$ cat config.mk
export PLATFORM = sky130hd
export DESIGN_NAME = mem_access
export DESIGN_NICKNAME = d
export VERILOG_FILES = /design/src/rtl/mem_access.sv
export SDC_FILE = /design/constraint.sdc
export NUM_CORES = 1
export LEC_CHECK = 0
export CORE_ASPECT_RATIO = 1.1
export CORE_MARGIN = 1.5
export CORE_UTILIZATION = 45
export CTS_CLUSTER_DIAMETER = 50
export DETAILED_ROUTE_END_ITERATION = 6
export GPL_ROUTABILITY_DRIVEN = 1
export GPL_TIMING_DRIVEN = 0
export PLACE_DENSITY = 0.81
export SLEW_MARGIN = 20
export SYNTH_ARGS = -nofsm -noshare
export SYNTH_HDL_FRONTEND = slang
export SYNTH_SLANG_ARGS = --single-unit
$ cat constraint.sdc
create_clock -name clk -period 2.8 [get_ports clk]
set_clock_uncertainty 0.1 [all_clocks]
set_input_delay 0.7 -clock clk [delete_from_list [all_inputs] [get_ports clk]]
set_output_delay 0.7 -clock clk [all_outputs]
set_load 0.01 [all_outputs]
$ cat src/rtl/mem_access.sv
// Memory-stage unit: issues one load/store at a time on a single-outstanding data bus,
// aligns byte lanes, extends load data and emits one writeback record per accepted op.

package mem_access_pkg;

  typedef enum logic [2:0] {
    MemWord  = 3'd0,
    MemHalf  = 3'd1,
    MemHalfU = 3'd2,
    MemByte  = 3'd3,
    MemByteU = 3'd4
  } mem_type_e;

  typedef struct packed {
    logic        mem_read_ena;
    logic        mem_write_ena;
    logic        write_reg_need;
    logic [4:0]  write_reg_addr;
    logic [31:0] result;
    logic [31:0] write_data;
    mem_type_e   mem_type;
    logic [31:0] addr;
  } mem_require_t;

endpackage

module mem_access
  import mem_access_pkg::*;
(
  input  logic         clk,
  input  logic         rst_n,
  input  logic         in_valid,
  output logic         in_ready,
  input  mem_require_t mem_require,
  input  logic         flush,
  output logic         d_req,
  output logic         d_we,
  output logic [31:0]  d_addr,
  output logic [3:0]   d_wstrb,
  output logic [31:0]  d_wdata,
  input  logic         d_gnt,
  input  logic         d_rvalid,
  input  logic [31:0]  d_rdata,
  output logic         wb_valid,
  output logic         wb_reg_need,
  output logic [4:0]   wb_reg_addr,
  output logic [31:0]  wb_data,
  output logic         addr_err
);

  typedef enum logic [1:0] {StIdle, StReq, StWait} state_e;

  state_e      state_q;
  logic        op_we_q;
  mem_type_e   op_type_q;
  logic [1:0]  op_lane_q;
  logic        op_need_q;
  logic [4:0]  op_rd_q;
  logic        discard_q;

  logic        accept;
  logic        is_mem;
  logic        misaligned;
  logic [3:0]  st_strb;
  logic [31:0] st_wdata;
  logic [7:0]  ld_byte;
  logic [15:0] ld_half;
  logic [31:0] ld_data;

  assign in_ready = (state_q == StIdle) && rst_n;
  // A flush in IDLE swallows whatever is presented that cycle.
  assign accept   = in_valid && in_ready && !flush;
  assign is_mem   = mem_require.mem_read_ena || mem_require.mem_write_ena;

  always_comb begin
    misaligned = 1'b0;
    case (mem_require.mem_type)
      MemWord:           misaligned = (mem_require.addr[1:0] != 2'b00);
      MemHalf, MemHalfU: misaligned = mem_require.addr[0];
      default:           misaligned = 1'b0;
    endcase
  end

  always_comb begin
    st_strb  = 4'b1111;
    st_wdata = mem_require.write_data;
    case (mem_require.mem_type)
      MemByte, MemByteU: begin
        st_strb  = 4'b0001 << mem_require.addr[1:0];
        st_wdata = {4{mem_require.write_data[7:0]}};
      end
      MemHalf, MemHalfU: begin
        st_strb  = mem_require.addr[1] ? 4'b1100 : 4'b0011;
        st_wdata = {2{mem_require.write_data[15:0]}};
      end
      default: begin
        st_strb  = 4'b1111;
        st_wdata = mem_require.write_data;
      end
    endcase
  end

  assign ld_byte = d_rdata[8*op_lane_q +: 8];
  assign ld_half = d_rdata[16*op_lane_q[1] +: 16];

  always_comb begin
    ld_data = d_rdata;
    case (op_type_q)
      MemByte:  ld_data = {{24{ld_byte[7]}}, ld_byte};
      MemByteU: ld_data = {24'h0, ld_byte};
      MemHalf:  ld_data = {{16{ld_half[15]}}, ld_half};
      MemHalfU: ld_data = {16'h0, ld_half};
      default:  ld_data = d_rdata;
    endcase
  end

  always_ff @(posedge clk or negedge rst_n) begin
    if (!rst_n) begin
      state_q     <= StIdle;
      op_we_q     <= 1'b0;
      op_type_q   <= MemWord;
      op_lane_q   <= 2'b00;
      op_need_q   <= 1'b0;
      op_rd_q     <= 5'd0;
      discard_q   <= 1'b0;
      d_req       <= 1'b0;
      d_we        <= 1'b0;
      d_addr      <= 32'h0;
      d_wstrb     <= 4'h0;
      d_wdata     <= 32'h0;
      wb_valid    <= 1'b0;
      wb_reg_need <= 1'b0;
      wb_reg_addr <= 5'd0;
      wb_data     <= 32'h0;
      addr_err    <= 1'b0;
    end else begin
      wb_valid <= 1'b0;
      case (state_q)
        StIdle: begin
          if (accept) begin
            if (!is_mem) begin
              wb_valid    <= 1'b1;
              wb_reg_need <= mem_require.write_reg_need;
              wb_reg_addr <= mem_require.write_reg_addr;
              wb_data     <= mem_require.result;
              addr_err    <= 1'b0;
            end else if (misaligned) begin
              wb_valid    <= 1'b1;
              wb_reg_need <= 1'b0;
              wb_reg_addr <= mem_require.write_reg_addr;
              wb_data     <= mem_require.result;
              addr_err    <= 1'b1;
            end else begin
              state_q   <= StReq;
              op_we_q   <= mem_require.mem_write_ena;
              op_type_q <= mem_require.mem_type;
              op_lane_q <= mem_require.addr[1:0];
              op_need_q <= mem_require.write_reg_need;
              op_rd_q   <= mem_require.write_reg_addr;
              discard_q <= 1'b0;
              d_req     <= 1'b1;
              d_we      <= mem_require.mem_write_ena;
              d_addr    <= {mem_require.addr[31:2], 2'b00};
              d_wstrb   <= mem_require.mem_write_ena ? st_strb : 4'h0;
              d_wdata   <= st_wdata;
            end
          end
        end
        StReq: begin
          if (d_gnt) begin
            // The bus has committed the transfer; a flush can only hide its result.
            d_req <= 1'b0;
            if (op_we_q) begin
              state_q <= StIdle;
              if (!flush) begin
                wb_valid    <= 1'b1;
                wb_reg_need <= 1'b0;
                wb_reg_addr <= op_rd_q;
                wb_data     <= 32'h0;
                addr_err    <= 1'b0;
              end
            end else begin
              state_q   <= StWait;
              discard_q <= flush;
            end
          end else if (flush) begin
            d_req   <= 1'b0;
            state_q <= StIdle;
          end
        end
        StWait: begin
          if (d_rvalid) begin
            state_q   <= StIdle;
            discard_q <= 1'b0;
            if (!flush && !discard_q) begin
              wb_valid    <= 1'b1;
              wb_reg_need <= op_need_q;
              wb_reg_addr <= op_rd_q;
              wb_data     <= ld_data;
              addr_err    <= 1'b0;
            end
          end else if (flush) begin
            discard_q <= 1'b1;
          end
        end
        default: state_q <= StIdle;
      endcase
    end
  end

endmodule

# After elaboration in Yosys (flattened, before gate mapping)
# Index checks and enable logic that the tools add are counted.
# word_totals
reg_bits	122
latchBits	0
ram_bits	0
mem_bits_ro	0
out_inout_bits	111
wordCells	131
memories	0
# op_classes
addsub	0
n_mul	0
div	0
magnitude_cmp	0
n_eq_ne	22
n_shift	3
mux	70
bitwise	1
reduce_logical	19
# op_table
op	count
$mux W32	8
$pmux W32 S4	1
$pmux W32 S3	1
$pmux W32 S2	1
$mux W5	8
$mux W1	33
$shiftx A32 B6 Y16	1
$shiftx A32 B6 Y8	1
$ne A2 B2 Y1 const B	9
$pmux W5 S3	1
$mux W2	7
$eq A3 B2 Y1 const B	4
$pmux W1 S3	4
$reduce_and A5 Y1	2
$ne A3 B3 Y1 const B	3
$mux W4	2
$pmux W4 S2	1
$reduce_and A8 Y1	1
$reduce_and A7 Y1	1
$eq A3 B1 Y1 const B	2
$eq A3 B3 Y1 const B	2
$pmux W2 S3	1
$logic_and A1 B1 Y1	4
$pmux W1 S2	2
12 further kinds	15

# Depth between registers and ports, before layout
# logic_depth
depth_word	7
ltp_mapped	9

# Least setup slack after synthesis
# OpenSTA, ideal clock, no wires.
# synth_timing
path_type	input to register
start	input mem_require[0] (netlist bit)
end	register wb_reg_addr[2]
setup_ns	0.125
arrival_time_ns	2.097
required_time_ns	2.575
path_slack_ns	0.479
cell_stages	7
n_path_buf	3
path_cell_list	buf_2 > a31oi_2 > a21oi_1 > o211ai_1 > buf_2 > buf_6 > mux2_2
# synth_via
elab_chain_cells	4
# synth_rtl
item	line	rtl
start, declared	34	input mem_require_t mem_require,
$reduce_bool A2 Y1	78	MemWord: misaligned = (mem_require.addr[1:0] != 2'b00);
$pmux W1 S2 (*)	77	case (mem_require.mem_type)
$ne A3 B3 Y1 (no line) (*)	n/a	
$reduce_and A8 Y1 (no line) (*)	n/a	
end signal, assigned	144	wb_reg_addr <= mem_require.write_reg_addr;
end signal, assigned	150	wb_reg_addr <= mem_require.write_reg_addr;
end signal, assigned	178	wb_reg_addr <= op_rd_q;
end, declared	46	output logic [4:0] wb_reg_addr,
# Every way passes the cells marked *; elsewhere a longest branch is shown, timed or not.
# A chain may end at the register's enable or synchronous reset.

# Worst setup path after layout
# layout_timing
start	input mem_require[34] (netlist bit)
end	register wb_reg_addr[2]
# layout_via
elab_chain_cells	5
word_cells_on_any_way	7
# layout_rtl
item	line
$eq A3 B1 Y1 or $eq A3 B2 Y1 (tied branches)	77
$reduce_or A2 Y1	77
$pmux W1 S2 (*)	77
$ne A3 B3 Y1 (no line) (*)	n/a
$reduce_and A8 Y1 (no line) (*)	n/a
# Marks and branches as above.

==> summary.txt <==
Yosys
  • Mux cell area share after synthesis: roughly a fifth
  • Ranking of synthesized cells by area: dfrtp_1 (45%), mux2_2 (15%), mux2i_1 (5.2%), o21ai_0 (4.1%), inv_1 (3.0%)
  • Synth Flop Type: dfrtp_1
  • Sequential area share after synthesis: 45.44%
  • Post-synth EDFFs: 0
  • Simple-gate area share of the yosys netlist: 9.255%
  • Async set or reset register ratio after synthesis: 100.0%
  • Adder-cell area share of the yosys netlist: under 10%
  • Top cell type's share of synthesized area: 45.44%
  • Synthesis Warnings: 0
  • Count of cell types in the netlist: 54
  • Synth Register Bits: 122
  • Cell count after synthesis: 663
  • Mapped cell area: about 6700 um2
  • Largest family of logic cells by synthesized area: multiplexers
  • Synthesized area per cell: about 10 um2
  • Post-synthesis compound-gate area fraction: 16.15%
  • Synth area leader: dfrtp_1
  • Synth Area in XOR/XNOR: less than 1%

Setup path
  • Worst path most repeated cell: buf_6
  • CP Launch Point: mem_require[34]
  • RR Endpoint: state_q[0]
  • Critical path capture point type: register
  • Crit path kind: input pin to register
  • Req. time, crit path: 3.00 ns
  • R2R Setup Slk: 0.28 ns
  • Slowest CP cell: clkdlybuf4s50_1
  • Critical Path Fanout Max: 10
  • Worst reg2reg path depth: 7
  • Reg2reg start: state_q[1]
  • Slowest stage delay, CP: 0.59 ns
  • Worst path cell trace: clkdlybuf4s50_1 > inv_1 > a31oi_4 > a21oi_1 > o211ai_1 > buf_4 > buf_6 > buf_6 > mux2_2
  • Worst setup SP type: input pin
  • Worst path arrival time: 2.94 ns

Finish
  • Most common cell after layout, fill and taps aside: clkdlybuf4s50_1
  • Most frequent cells in the layout: clkdlybuf4s50_1 (252), dfrtp_1 (122), mux2_2 (90)
  • Ant. Diodes: 0
  • Nets: about 1.1k
  • Layout cells sized above 1: between 10% and 20%
  • Filler cell count: 1084
  • Finished Core Util: 70.48%
  • Synthesis-to-layout area growth: 52.14%

Outcome
  • Status: finished clean

Die
  • Initial Util: 46.33%
  • Die width: 119.5 um
  • I/O pin count: 256
  • Core box area: 14500 um2
  • Die Y: around 130 um
  • Rows: 46
  • Die ar.: 15670 um2

Placement
  • DPL Wire Length: 15.41 mm
  • Placer Congestion: 0.8949
  • Input/output buffers: 253

Clock tree
  • CTS Buffer Depth: 2
  • Clock Sinks: around 120
  • Cts hold-fix bufs: 0
  • CTS tree: done
  • H-tree depth: 4
  • Clock root buffer: clkbuf_16
  • Num CTS Buffers: 17
  • Worst skew pair latency: 0.42 ns
  • Clock Pin Slew Worst Setup and Hold Paths: 0.06 ns

Route
  • Post-route ant nets: 0
  • Via count: 6263
  • Initial DRC count: approximately 310
  • Drt pass-1 iters: 5
  • Detailed Route WL: 21.31 mm
  • DRC: 0
  • Mean routed wirelength per cell: 18.63 um
  • DR vias/cell: 5.475

Power
  • PD cells: 1071 nW/um2
  • Final total power: approximately 11 mW
  • Maximum vdd drop: between 0.6 and 0.7 mV
  • Pleak: 4.413 nW

STA
  • Setup violators final: 0
  • Final hold vios: 0
  • Post-layout minimum cycle time: 2.743 ns
  • Slew Viols, Final: 0
  • Fmax: about 0.36 GHz
  • Max_slew headroom: between 40% and 50%
  • Final Cycle Share: 97.96%
  • Worst-margin pin slew: 0.8194 ns

Job
  • Max_cap viols: 0

GRT
  • GRT Util Overall: 26.88%
  • Vias in the first global route: 6267
  • First-pass GRT wire length: 32.89 mm
  • Gr ovfl total: 0
  • Largest net degree at the start of global routing: 57
  • Antenna violations before repair: 0

Min path
  • Tightest Hold Check Type: input pin to async pin
[state kept, by name, summed over array words and instances (netlist names), 3 cells and up]
signal / count
op_rd_q: 5
d_wdata: 32
d_addr: 30
op_type_q: 3
wb_data: 32
d_wstrb: 4
wb_reg_addr: 5
[report_power, final]
part,switching (mW),internal (mW)
clock,0.820,1.35
combinational,2.68,3.04
sequential,0.444,2.61
[through the flow]
step | hold WS [ns] | instance area, um2 | TNS [ns] | setup slack [ns] | cells
floorplan | 0.3044 | 6723 | 0 | 0.4787 | 664
global placement | 0.3598 | 9495 | -1077.82 | -5.191 | 1109
detailed placement | 0.3702 | 9528 | -58.43 | -0.8103 | 1110
CTS | 0.06232 | 10150 | 0 | 0.01872 | 1143
global route | 0.009055 | 10220 | -0.4901 | -0.06439 | 1144
finish | 0.006383 | 10220 | 0 | 0.05720 | 1144
[routing by layer]
layer	part of all wire [%]	global-route usage, %
met1	39	31.93
met2	49	45.72
met3	8.6	8.030
met4	3.1	10.12
met5	0	0
[critical path, delay by kind of cell]
kind / cells / cell delay (ns)
AO/OA/AOI/OAI: 3 / 0.58
buffers and inverters: 5 / 1.31
multiplexers: 1 / 0.34
[synthesized netlist by cell type (all sizes together), types with 2 or more instances]
library cell,n
nor2b,24
a32oi,2
o21ai,57
a31oi,2
nand3,4
o22ai,25
o211ai,8
nor2,30
nor3,2
a21o,2
buf,19
clkbuf,27
a21oi,29
ha,5
mux2i,35
xnor2,2
o221ai,8
inv,53
and2,2
nand2,53
nand2b,2
dfrtp,122
nand3b,4
nor3b,3
or4b,2
a22o,3
a211oi,22
mux2,90
maj3,7
[kinds of logic after synthesis]
| family | after synthesis |
|---|---|
| DFF | 122 |
| adders and majority gates | 12 |
| AOI/OAI and AO/OA | 170 |
| and+or+nand+nor | 130 |
| xor gates and xnor gates | 2 |
| muxes | 126 |
| buffers and inverters | 100 |
| other | 1 |
[final cells by class]
class | instances | area [um2] | area share, %
Multi-Input combinational cell | 442 | 3279 | 32.08
Sequential cell | 122 | 3053 | 29.87
Timing Repair Buffer | 257 | 2643 | 25.85
Clock buffer | 21 | 460.4 | 4.504
Tap cell | 192 | 240.2 | 2.350
Buffer | 45 | 224.0 | 2.191
Inverter | 54 | 202.7 | 1.983
Clock inverter | 11 | 120.1 | 1.175
[worst max-delay path by stage]
stage / end / cells past startpoint / slack (ns)
finish: wb_reg_addr[2] / 9 / 0.06
global route: wb_reg_addr[3] / 9 / -0.06
CTS: in_ready / 4 / 0.02
detailed placement: d_wdata[14] / 9 / -0.81
global placement: d_wdata[15] / 8 / -5.19
floorplan: wb_reg_addr[2] / 7 / 0.48
[timing repair]
item | CTS | global route
cloned | 1 | 1
setup endpoints to repair | 80 | 52
setup buffers | 0 | 1
pin swaps | 0 | 1
gates resized for setup | 4 | 7
No activity file was read; power rests on OpenSTA's default activity.
